File: src/rtl/fetch_stage.sv
// Instruction-fetch stage for the LC2K core: owns the PC, drives the word address
// to instruction memory and captures the returned word into the IF/ID register.
module fetch_stage #(
  parameter int                  PC_WIDTH  = 32,
  parameter logic [PC_WIDTH-1:0] RESET_PC  = {PC_WIDTH{1'b0}},
  parameter int                  MEM_DEPTH = 10
) (
  input  logic                clk,
  input  logic                reset,
  output logic [PC_WIDTH-1:0] pcCurrent,
  input  logic [31:0]         instr,
  input  logic                stall,
  input  logic                redirect_valid,
  input  logic [PC_WIDTH-1:0] redirect_pc,
  output logic                if_valid,
  output logic [31:0]         if_instr,
  output logic [PC_WIDTH-1:0] if_pc,
  output logic [PC_WIDTH-1:0] if_pc_plus1,
  output logic                halted,
  output logic                fetch_fault,
  output logic [31:0]         fetch_count
);

  localparam logic [PC_WIDTH-1:0] MEM_LIMIT = PC_WIDTH'(MEM_DEPTH);
  localparam logic [PC_WIDTH-1:0] PC_ONE    = {{(PC_WIDTH-1){1'b0}}, 1'b1};

  typedef enum logic [1:0] {
    ST_RUN       = 2'd0,
    ST_HALT_SEEN = 2'd1,
    ST_HALTED    = 2'd2
  } state_t;

  state_t                state_r;
  logic [PC_WIDTH-1:0]   pc_r;
  logic [PC_WIDTH-1:0]   pc_plus1_s;
  logic                  in_range_s;
  logic                  halt_s;

  assign pcCurrent = pc_r;

  // Next-address and fetch-qualification decode of the current PC and memory word.
  always_comb begin
    pc_plus1_s = pc_r + PC_ONE;
    in_range_s = (pc_r < MEM_LIMIT);
    halt_s     = (instr[24:22] == 3'b110);
  end

  // Fetch sequencer: PC, IF/ID register, halt tracking, fault flag and fetch counter.
  always_ff @(posedge clk) begin
    if (reset) begin
      state_r     <= ST_RUN;
      pc_r        <= RESET_PC;
      if_valid    <= 1'b0;
      if_instr    <= 32'd0;
      if_pc       <= {PC_WIDTH{1'b0}};
      if_pc_plus1 <= {PC_WIDTH{1'b0}};
      halted      <= 1'b0;
      fetch_fault <= 1'b0;
      fetch_count <= 32'd0;
    end else if (redirect_valid) begin
      // Redirect flushes IF/ID and wins over both stall and a pending halt.
      pc_r     <= redirect_pc;
      state_r  <= ST_RUN;
      halted   <= 1'b0;
      if_valid <= 1'b0;
    end else if (stall) begin
      pc_r    <= pc_r;
      state_r <= state_r;
    end else begin
      case (state_r)
        ST_RUN: begin
          if (!in_range_s) begin
            if_valid    <= 1'b0;
            fetch_fault <= 1'b1;
          end else begin
            if_instr    <= instr;
            if_pc       <= pc_r;
            if_pc_plus1 <= pc_plus1_s;
            if_valid    <= 1'b1;
            fetch_count <= fetch_count + 32'd1;
            if (halt_s) begin
              state_r <= ST_HALT_SEEN;
            end else begin
              pc_r <= pc_plus1_s;
            end
          end
        end
        ST_HALT_SEEN: begin
          if_valid <= 1'b0;
          state_r  <= ST_HALTED;
          halted   <= 1'b1;
        end
        ST_HALTED: begin
          if_valid <= 1'b0;
        end
        default: begin
          if_valid <= 1'b0;
          state_r  <= ST_RUN;
        end
      endcase
    end
  end

endmodule

File: config.mk
export PLATFORM = sky130hd
export DESIGN_NAME = fetch_stage
export DESIGN_NICKNAME = d
export VERILOG_FILES = /design/src/rtl/fetch_stage.sv
export SDC_FILE = /design/constraint.sdc
export NUM_CORES = 1
export LEC_CHECK = 0
export ABC_AREA = 0
export BUFFER_PORTS_ARGS = -buffer_cell sky130_fd_sc_hd__buf_4
export CAP_MARGIN = 20
export CORE_MARGIN = 1.5
export CORE_UTILIZATION = 40
export DETAILED_ROUTE_END_ITERATION = 16
export PLACE_DENSITY = 0.67
export SYNTH_ARGS = -nofsm -noshare
export SYNTH_HDL_FRONTEND = slang
export SYNTH_SLANG_ARGS = --single-unit
File: constraint.sdc
create_clock -name clk -period 5.4 [get_ports clk]
set_input_delay 1.08 -clock clk [delete_from_list [all_inputs] [get_ports clk]]
set_output_delay 1.08 -clock clk [all_outputs]
set_load 0.005 [all_outputs]
==> metrics.md, run 1 <==
| Metric | Value |
|---|---|
| CTS resizes | `0` |
| Hold endpoint | `if_instr[5]` |
| Drt total wl | `15200 um` |
| Layout area overhead | `42.8%` |
| Skew-Pair Late Insertion Delay | `0.42 ns` |
| Final cell utilization of the core | `57.9%` |
| Most common cell after layout, fill and taps aside | `buf_4` |
| Synth top area share | `56.5%` |
| Initial DRC Count | `270` |
| Layout net count | `905` |
| Die height | `124 um` |
| Fill cells | `1253` |
| Highest-count cells in the layout ignoring fill and taps | `buf_4 (234), dfxtp_1 (165), nand2_1 (93)` |
| Register area share after synthesis | `56.5%` |
| Largest net degree at the start of global routing | `82` |
| Syn Inst Count | `621` |
| DR vias | `5185` |
| Avg Inst Size Synth | `9.42 um^2` |
| HPWL Detailed | `10700 um` |
| Depth of the CTS H-tree | `4` |
| Status | `finished clean` |
| Area of the multi-input gates | `2370 um^2` |
| Pwr/cell area | `316 nW/um^2` |
| Ant diodes | `0` |
| First-pass GRT wire length | `22900 um` |
| Reg-to-Reg Start | `pcCurrent[31]` |
| Hold Buf Count CTS | `0` |
| IO buf count | `230` |
| R2R cell count | `6` |
| Core area | `14400 um^2` |
| Fin. max-slew vios | `0` |
| Initial antenna violation count | `0` |
| RSZ-0062 raised after global routing | `no` |
| CP max FO | `32` |
| TritonCTS clock tree | `built` |
| Leakage | `0.00350 uW` |
| Crit path time final | `3.19 ns` |
| Final setup viols | `0` |
| Netlist Area Pre-Place | `5850 um^2` |
| Least-Margin Pin Slew | `0.860 ns` |
| CP Data Required Time | `5.74 ns` |
| Placer Congestion | `0.785` |
| Fraction of layout cells with a size suffix above 1 | `33.4%` |
| GRT overflow | `0` |
| Clock sink count | `165` |
| Met3 usage | `7.33%` |
| R2R Setup Slk | `2.41 ns` |
| Clock Tree Buf Depth | `2` |
| Postcts setup bufs | `0` |
| Setup CP Type | `in2reg` |
| Via-to-Cell Ratio | `5.02` |
| Drt pass-1 iters | `4` |
| Initial Util | `40.6%` |
| Clk root buf | `clkbuf_16` |
| FF+latch area | `3300 um^2` |
| Yosys top cell by area | `dfxtp_1` |
| GRT met1 Usage | `23.5%` |
| Worst reg2reg path endpoint | `pcCurrent[6]` |
| Die X | `124 um` |
| Drt wl/cell | `14.8 um` |
| Ys Warns | `0` |
| Fmax | `313 MHz` |
| Peak supply drop | `0.000210 V` |
| Met2 usage | `31.0%` |
| WHS Path Cells | `2` |
| Clock skew | `0.00897 ns` |
| Worst Path Arrival | `3.53 ns` |
| I/O pin total | `231` |
| Setup Total Neg Slack | `0 ns` |
| HP Start | `if_instr[5]` |
| Max-cap violations | `0` |
| Number of flops mapped to enable cells by yosys | `0` |
| CTS buffer count | `17` |
| # rows | `44` |
| Synth cell types | `38` |
| DRC | `0` |
| HP Class | `reg2reg` |
| Setup crit end kind | `flip-flop` |
| Startpoint types | `input port` |
| Grt peak-use layer | `met2` |
| Post-synth ARST share | `0%` |
| Ys flop type | `dfxtp_1` |
| Final ANT Viol Nets | `0` |
| Final hold vios | `0` |
| Post-Syn Nets | `691` |
| Clock-pin slew on the worst setup and hold paths | `0.06 ns` |
| Number of global-route vias before repair | `4675` |
| Max-slew headroom | `42.6%` |
| Fin crit share | `59.1%` |
| Die area | `15400 um^2` |
| All-Layer GR Usage | `19.3%` |
| Area contributors post-synth | `dfxtp_1 (56%), and2_1 (6.1%), nand2_1 (6.0%), a21oi_1 (5.1%), a22o_1 (4.2%)` |
| Seq cells post-synth | `165` |
[how the worst max path moves through the flow]
| stage | end | slack [ns] | startpoint | cells past startpoint |
|---|---|---|---|---|
| final | fetch_count[26] | 2.21 | stall | 5 |
| after global routing | fetch_count[26] | 2.07 | stall | 5 |
| after CTS | fetch_count[26] | 2.24 | stall | 5 |
| after detailed placement | fetch_count[26] | 1.81 | stall | 5 |
| after global placement | fetch_count[26] | 1.91 | stall | 5 |
| after floorplan | fetch_count[31] | 2.03 | stall | 7 |
[cell usage after synthesis, types with 4 or more instances]
cell,n
clkbuf_1,36
nor2_1,29
nor3_1,7
nor4_1,15
and3_1,4
a21oi_1,60
a211oi_1,4
or4_4,4
nand3_1,13
nand4_1,15
xnor2_1,14
dfxtp_1,165
o21ai_0,11
inv_1,8
and4_1,5
or3_1,5
nand3b_1,4
and2_1,57
a22o_1,28
or4_1,11
o31ai_1,7
nand2_1,93
[per-layer routing]
layer,vias up,part of all wire [%]
met3,22,7.7
met1,2405,42
met5,-,0
met4,0,2.2
met2,170,48
li1,2588,-
[stage by stage]
stage                     instances  area (um^2)  setup WS [ns]  hold WS, ns  power (uW)
after detailed placement        998         7690           1.81        0.445        1400
after global routing           1032         8360           2.07        0.476        2740
after global placement          998         7690           1.91        0.443        1400
after CTS                      1030         8310           2.24        0.458        2660
after floorplan                 621         5850           2.03        0.448        1330
final                          1032         8360           2.21        0.456        2640
[cell families (layout without fill, tap and decap cells)]
| kind of cell | Yosys count | after routing | synth area share, % |
|---|---|---|---|
| AO/OA/AOI/OAI | 114 | 114 | 12.3 |
| XOR/XNOR | 17 | 17 | 2.55 |
| adder cells (fa/ha/maj) | 2 | 2 | 0.428 |
| buffers and inverters | 49 | 276 | 3.40 |
| flip-flops | 165 | 165 | 56.5 |
| multiplexers | 2 | 2 | 0.364 |
| AND/OR/NAND/NOR | 272 | 272 | 24.5 |
[flip-flops by register name, summed over array words and instances, names as in the netlist]
name / cells
pcCurrent: 32
if_pc_plus1: 32
if_instr: 32
if_valid: 1
fetch_fault: 1
fetch_count: 32
if_pc: 32
halted: 1
state_r: 2
[power breakdown]
part / leakage [uW] / total [uW] / switching [uW] / internal [uW]
sequential: 0.00134 / 1250 / 14.5 / 1230
combinational: 0.00186 / 133 / 61.6 / 71.3
clock: 0.000305 / 1260 / 506 / 753
total: 0.00350 / 2640 / 582 / 2060
[layout make-up]
| cell class | instances | share of cell area, % |
|---|---|---|
| Sequential cell | 165 | 39.5 |
| Multi-Input combinational cell | 407 | 28.3 |
| Tap cell | 184 | 2.75 |
| Clock inverter | 14 | 2.26 |
| Clock buffer | 18 | 5.26 |
| Inverter | 8 | 0.359 |
| Timing Repair Buffer | 236 | 21.5 |
[worst max-delay path, stage by stage]
cell,delay (ns)
buf_4,0.14
nor4_1,0.62
nand3_2,0.67
or4b_2,0.84
a21oi_1,0.17
Note: power is estimated with default switching activity, not from simulation.
==> inputs of run 2 (changes only) <==
--- a/config.mk
+++ b/config.mk
@@ -11,7 +11,7 @@
 export CORE_MARGIN = 1.5
 export CORE_UTILIZATION = 40
 export DETAILED_ROUTE_END_ITERATION = 16
-export PLACE_DENSITY = 0.67
+export PLACE_DENSITY = 0.69
 export SYNTH_ARGS = -nofsm -noshare
 export SYNTH_HDL_FRONTEND = slang
 export SYNTH_SLANG_ARGS = --single-unit
==> constraint.sdc (replaced) <==
create_clock -name clk -period 2.6 [get_ports clk]
set_input_delay 0.52 -clock clk [delete_from_list [all_inputs] [get_ports clk]]
set_output_delay 0.52 -clock clk [all_outputs]
set_load 0.005 [all_outputs]
==> run 2 against run 1 <==
Routed wire length is 1.8% higher; combinational power increased by 120%; die area is the same; non-clock buffer count up 21; worst hold slack lost 0.15 ns; via count up 1.7%; sequential share of layout area fell by 0.75 points; utilization is 1.1 points higher; clock-buffer cell count is 1 lower; critical endpoint is now fetch_count[30]; final cell count increased by 2.0%; register-to-register slack got worse by 2.3 ns; final area rose by 1.9%.
==> metrics.md, run 2 (synthesis results as in run 1) <==
| Metric | Value |
|---|---|
| CP Data Required Time | `2.95 ns (-2.79 ns)` |
| Hold endpoint | `pcCurrent[23]` |
| Core area | `14400 um^2 (unchanged)` |
| IO buf count | `230 (unchanged)` |
| Ant diodes | `0 (unchanged)` |
| Initial antenna violation count | `0 (unchanged)` |
| Crit-path slowest cell | `or4_4` |
| Least-Margin Pin Slew | `0.457 ns (-0.403 ns)` |
| Fin. max-slew vios | `0 (unchanged)` |
| Layout area overhead | `45.6%` |
| Initial Util | `40.6% (unchanged)` |
| Cells after DPL | `1020 (+2.2%)` |
| CP max FO | `5 (-84%)` |
| Leakage | `0.00361 uW (+3.0%)` |
| # rows | `44 (unchanged)` |
| Crit path buffers/inverters | `0 (-1)` |
| Via-to-Cell Ratio | `5.01 (-0.33%)` |
| Depth of the CTS H-tree | `4 (unchanged)` |
| Max-cap violations | `0 (unchanged)` |
| Number of global-route vias before repair | `4816 (+3.0%)` |
| First-pass GRT wire length | `23800 um (+3.9%)` |
| Proportion of power drawn by the clock network | `47.0% (-0.7 points)` |
| HP Class | `in2reg` |
| Pwr/cell area | `638 nW/um^2 (+100%)` |
| Cell mode on critical path | `or4_4` |
| Die X | `124 um (unchanged)` |
| Psw | `1250 uW (+120%)` |
| Peak supply drop | `0.000417 V (+99%)` |
| TritonCTS clock tree | `built` |
| Highest-count cells in the layout ignoring fill and taps | `buf_4 (253), dfxtp_1 (165), nand2_1 (93)` |
| CTS resizes | `0 (unchanged)` |
| Crit path time final | `2.47 ns` |
| Layout net count | `926 (+2.3%)` |
| RSZ-0062 raised after global routing | `no` |
| Sequential share of power | `47.6% (+0.3 points)` |
| Final hold vios | `0 (unchanged)` |
| DR vias | `5273 (+1.7%)` |
| Clk root buf | `clkbuf_16` |
| GRT overflow | `0 (unchanged)` |
| All-Layer GR Usage | `19.9% (+0.55 points)` |
| Area of the multi-input gates | `2370 um^2 (unchanged)` |
| Fin crit share | `95.1%` |
| Clock skew | `0.00970 ns (+0.000739 ns)` |
| Max-slew headroom | `69.5% (+27 points)` |
| I/O pin total | `231 (unchanged)` |
| HP Start | `redirect_pc[23]` |
| Clock-pin slew on the worst setup and hold paths | `0.07 ns (about the same)` |
| R2R cell count | `5 (-1)` |
| Internal Power | `4180 uW (+100%)` |
| Fill cells | `1244 (-0.72%)` |
| Hold Buf Count CTS | `0 (unchanged)` |
| Critical path's top delay family | `simple AND/OR/NAND/NOR gates` |
| DRC | `0 (unchanged)` |
| Die area | `15400 um^2 (unchanged)` |
| Final cell utilization of the core | `59.1% (+1.1 points)` |
| Clock sink count | `165 (unchanged)` |
| HPWL Detailed | `11300 um (+5.0%)` |
| Largest net degree at the start of global routing | `57 (-30%)` |
| Worst reg2reg path endpoint | `fetch_count[30]` |
| Non-Filler Instances | `1053 (+2.0%)` |
| FF+latch area | `3300 um^2 (unchanged)` |
| Final setup viols | `0 (unchanged)` |
| Most common cell after layout, fill and taps aside | `buf_4` |
| Setup crit end kind | `flip-flop` |
| Postcts setup bufs | `0 (unchanged)` |
| Drt total wl | `15500 um (+1.8%)` |
| R2R Setup Slk | `0.13 ns (-2.28 ns)` |
| Drt wl/cell | `14.7 um (-0.25%)` |
| Worst Path Arrival | `2.82 ns (-0.71 ns)` |
| Setup CP Type | `reg2reg` |
| Status | `finished clean` |
| WHS Path Cells | `2 (unchanged)` |
| Initial DRC Count | `213 (-21%)` |
| Fmax | `405 MHz` |
| Drt pass-1 iters | `4 (unchanged)` |
| Skew-Pair Late Insertion Delay | `0.42 ns (about the same)` |
| CTS buffer count | `17 (unchanged)` |
| Clock Tree Buf Depth | `2 (unchanged)` |
| Combinational Power Share | `5.4% (+0.4 points)` |
| Fraction of layout cells with a size suffix above 1 | `35.0% (+1.6 points)` |
| Crit path largest cell delay | `0.54 ns (-0.30 ns)` |
| Switching share of power | `23.0% (+0.99 points)` |
| Startpoint types | `flip-flop` |
| Final ANT Viol Nets | `0 (unchanged)` |
| Die height | `124 um (unchanged)` |
| Critical Path, Cell by Cell | `or4_4, or4_1, or4_4, or3_1, a21oi_1` |
| Reg-to-Reg Start | `state_r[1]` |
| Placer Congestion | `0.811 (+3.4%)` |
==> run 2: cell types whose count changed in the layout (fill, tap and decap cells not counted), sizes merged <==
cell and delta:
clkbuf -1, inv +2, bufinv -1, buf +21
==> run 2: power groups by stage <==
stage	combinational [uW]	clock, uW	sequential, uW
3_3_place_gp	285	0	2640
2_1_floorplan	112	0	2640
5_1_grt	318	2730	2590
3_5_place_dp	292	0	2640
6_report	291	2550	2590
4_1_cts	292	2610	2590
==> run 2: stage by stage <==
step | TNS [ns] | cell area (um^2) | total power, uW | setup slack (ns) | hold slack [ns]
after global routing | 0 | 8520 | 5640 | 0.0124 | 0.292
after global placement | -0.664 | 7890 | 2930 | -0.193 | 0.442
final | 0 | 8520 | 5430 | 0.128 | 0.309
after floorplan | -0.174 | 5850 | 2760 | -0.0835 | 0.448
after detailed placement | -0.954 | 7890 | 2940 | -0.219 | 0.445
after CTS | 0 | 8500 | 5490 | 0.131 | 0.287
==> run 2: how the worst max path moves through the flow <==
stage               slack [ns]  cells past startpoint               to      startpoint
floorplan                -0.08                      7  fetch_count[30]           stall
global placement         -0.19                      6  fetch_count[30]  redirect_valid
detailed placement       -0.22                      6  fetch_count[30]  redirect_valid
CTS                       0.13                      5  fetch_count[30]      state_r[1]
global route              0.01                      5  fetch_count[30]      state_r[1]
finish                    0.13                      5  fetch_count[30]      state_r[1]
==> run 2: layer usage <==
layer / wire (um) / vias to the layer above / global-route usage, %
met5: 0 / - / 0
met4: 178 / 0 / 7.10
met3: 989 / 14 / 5.31
met2: 7570 / 184 / 32.1
met1: 6770 / 2437 / 25.7
li1: - / 2638 / -
==> run 2: layout make-up <==
cell class / instances / share of cell area, %
flip-flops and latches: 165 / 38.8
multi-input cells: 407 / 27.8
repair buffers: 257 / 23.2
clock buffers: 17 / 4.99
well taps: 184 / 2.70
clock inverters: 15 / 2.22
inverters: 8 / 0.353
==> inputs of run 3 (changes only) <==
--- a/config.mk
+++ b/config.mk
@@ -11,7 +11,7 @@
 export CORE_MARGIN = 1.5
 export CORE_UTILIZATION = 40
 export DETAILED_ROUTE_END_ITERATION = 16
-export PLACE_DENSITY = 0.69
+export PLACE_DENSITY_LB_ADDON = 0.12
 export SYNTH_ARGS = -nofsm -noshare
 export SYNTH_HDL_FRONTEND = slang
 export SYNTH_SLANG_ARGS = --single-unit
==> run 3 against run 2 <==
Total power rose by 0.19%; sequential power barely moved; sequential cell count did not move; non-clock buffer count rose by 4; utilization rose by 0.24 points; final area rose by 0.41%; critical path depth did not move; final cell count rose by 0.38%; via count rose by 0.40%; routed wire length fell by 0.34%; register-to-register slack got worse by 0.04 ns; combinational power rose by 2%; highest routed layer unchanged.
==> metrics.md, run 3 (synthesis results as in run 1) <==
| Metric | Value |
|---|---|
| Highest-count cells in the layout ignoring fill and taps | `buf_4 (257), dfxtp_1 (165), nand2_1 (93)` |
| Largest net degree at the start of global routing | `57 (unchanged)` |
| Die X | `124 um (unchanged)` |
| Setup CP Type | `reg2reg` |
| Max-slew headroom | `67.6% (-2.0 points)` |
| IO buf count | `230 (unchanged)` |
| First-pass GRT wire length | `23300 um (-2.0%)` |
| Ant diodes | `0 (unchanged)` |
| Drt total wl | `15500 um (-0.34%)` |
| Fill cells | `1234 (-0.80%)` |
| Setup crit end kind | `flip-flop` |
| Fmax | `398 MHz (-1.5%)` |
| Crit path time final | `2.51 ns (+0.0387 ns)` |
| # rows | `44 (unchanged)` |
| Pwr/cell area | `636 nW/um^2 (-0.22%)` |
| DRC | `0 (unchanged)` |
| I/O pin total | `231 (unchanged)` |
| Initial DRC Count | `296 (+39%)` |
| CTS buffer count | `17 (unchanged)` |
| HP Class | `in2reg` |
| Die height | `124 um (unchanged)` |
| Pre-CTS WS | `-0.219 ns (+0.000303 ns)` |
| Die area | `15400 um^2 (unchanged)` |
| Startpoint types | `flip-flop` |
| Final ANT Viol Nets | `0 (unchanged)` |
| Clk root buf | `clkbuf_16` |
| Layout area overhead | `46.2%` |
| RSZ-0062 raised after global routing | `no` |
| Max-cap violations | `0 (unchanged)` |
| Final cell utilization of the core | `59.3% (+0.24 points)` |
| Number of global-route vias before repair | `4766 (-1.0%)` |
| Layout net count | `930 (+0.43%)` |
| GRT overflow | `0 (unchanged)` |
| Depth of the CTS H-tree | `4 (unchanged)` |
| Clock-pin slew on the worst setup and hold paths | `0.07 ns (about the same)` |
| Worst Path Arrival | `2.85 ns (+0.03 ns)` |
| DR vias | `5294 (+0.40%)` |
| Initial Util | `40.6% (unchanged)` |
| Drt wl/cell | `14.6 um (-0.71%)` |
| Skew-Pair Late Insertion Delay | `0.42 ns (about the same)` |
| Clock skew | `0.00666 ns (-0.00305 ns)` |
| All-Layer GR Usage | `19.6% (-0.31 points)` |
| HPWL Detailed | `11300 um (+0.57%)` |
| Initial antenna violation count | `0 (unchanged)` |
| Fin crit share | `96.6% (+1.5 points)` |
| Placer Congestion | `0.802 (-1.2%)` |
| Final worst slack | `0.0895 ns (-0.0387 ns)` |
| Most common cell after layout, fill and taps aside | `buf_4` |
| Clock sink count | `165 (unchanged)` |
| CP Data Required Time | `2.94 ns (about the same)` |
| Hold Buf Count CTS | `0 (unchanged)` |
| Fin. max-slew vios | `0 (unchanged)` |
| Clock Tree Buf Depth | `2 (unchanged)` |
| TritonCTS clock tree | `built` |
| Least-Margin Pin Slew | `0.482 ns (+0.0250 ns)` |
| Final setup viols | `0 (unchanged)` |
| Via-to-Cell Ratio | `5.01 (about the same)` |
| CP max FO | `6 (+1)` |
| Fraction of layout cells with a size suffix above 1 | `35.4% (+0.41 points)` |
| Core area | `14400 um^2 (unchanged)` |
| Peak supply drop | `0.000420 V (+0.73%)` |
| Final hold vios | `0 (unchanged)` |
| Status | `finished clean` |
| Leakage | `0.00362 uW (+0.49%)` |
| Drt pass-1 iters | `5 (+1)` |
==> run 3: cell count changes in the layout (fill, tap and decap cells not counted) <==
cell | before | now
buf_4 | 253 | 257
inv_6 | 6 | 4
or4_4 | 4 | 5
clkinvlp_4 | 1 | 2
inv_8 | 2 | 3
or4_1 | 11 | 10
==> run 3: path summary, 6_finish.rpt <==
check / end / from / slack (ns) / depth (start not counted)
max: fetch_count[28] / state_r[1] / 0.09 / 5
max reg2reg: fetch_count[28] / state_r[1] / 0.09 / 5
min: pcCurrent[0] / redirect_pc[0] / 0.29 / 3
min reg2reg: if_instr[8] / if_instr[8] / 0.46 / 2
==> run 3: per-stage QoR <==
step           TNS, ns  cells  instance area (um^2)  power, uW  hold slack, ns
2_1_floorplan   -0.174    621                  5850       2760           0.448
3_3_place_gp    -0.738   1024                  7920       2940           0.442
3_5_place_dp     -1.07   1024                  7920       2940           0.445
4_1_cts              0   1056                  8530       5500           0.276
5_1_grt              0   1057                  8550       5650           0.282
6_report             0   1057                  8550       5440           0.293
==> run 3: timing repair <==
item | 4_1_cts | 5_1_grt
endpoints found under the setup margin | 0 | 1
resized for setup | 0 | 1
buffers inserted | 0 | 0
==> run 3: layout make-up <==
type,instances,area [um^2],share of cell area (%)
Clock buffer,17,425,4.97
Sequential cell,165,3300,38.6
Multi-Input combinational cell,407,2370,27.7
Tap cell,184,230,2.69
Inverter,8,30.0,0.351
Timing Repair Buffer,261,2000,23.4
Clock inverter,15,190,2.22
==> run 3: critical path: stages, from the launching register on <==
cell,delay (ns)
dfxtp_1,0.36
or4_4,0.56
or4_4,0.50
or4_4,0.52
or3_1,0.33
a21oi_1,0.16
==> run 3: report_power, final <==
group / leakage [uW] / switching, uW / internal [uW] / total [uW]
Combinational: 0.00199 / 136 / 162 / 298
Sequential: 0.00134 / 28.1 / 2560 / 2590
Clock: 0.000296 / 1090 / 1460 / 2560
Total: 0.00362 / 1260 / 4180 / 5440
==> run 3: routing by layer <==
| layer | part of all wire, % | vias to the layer above | global-route usage (%) |
|---|---|---|---|
| met3 | 8.9 | 13 | 7.92 |
| met5 | 0 | - | 0 |
| met4 | 1.0 | 0 | 6.04 |
| li1 | - | 2642 | - |
| met2 | 47 | 174 | 31.2 |
| met1 | 43 | 2465 | 24.3 |
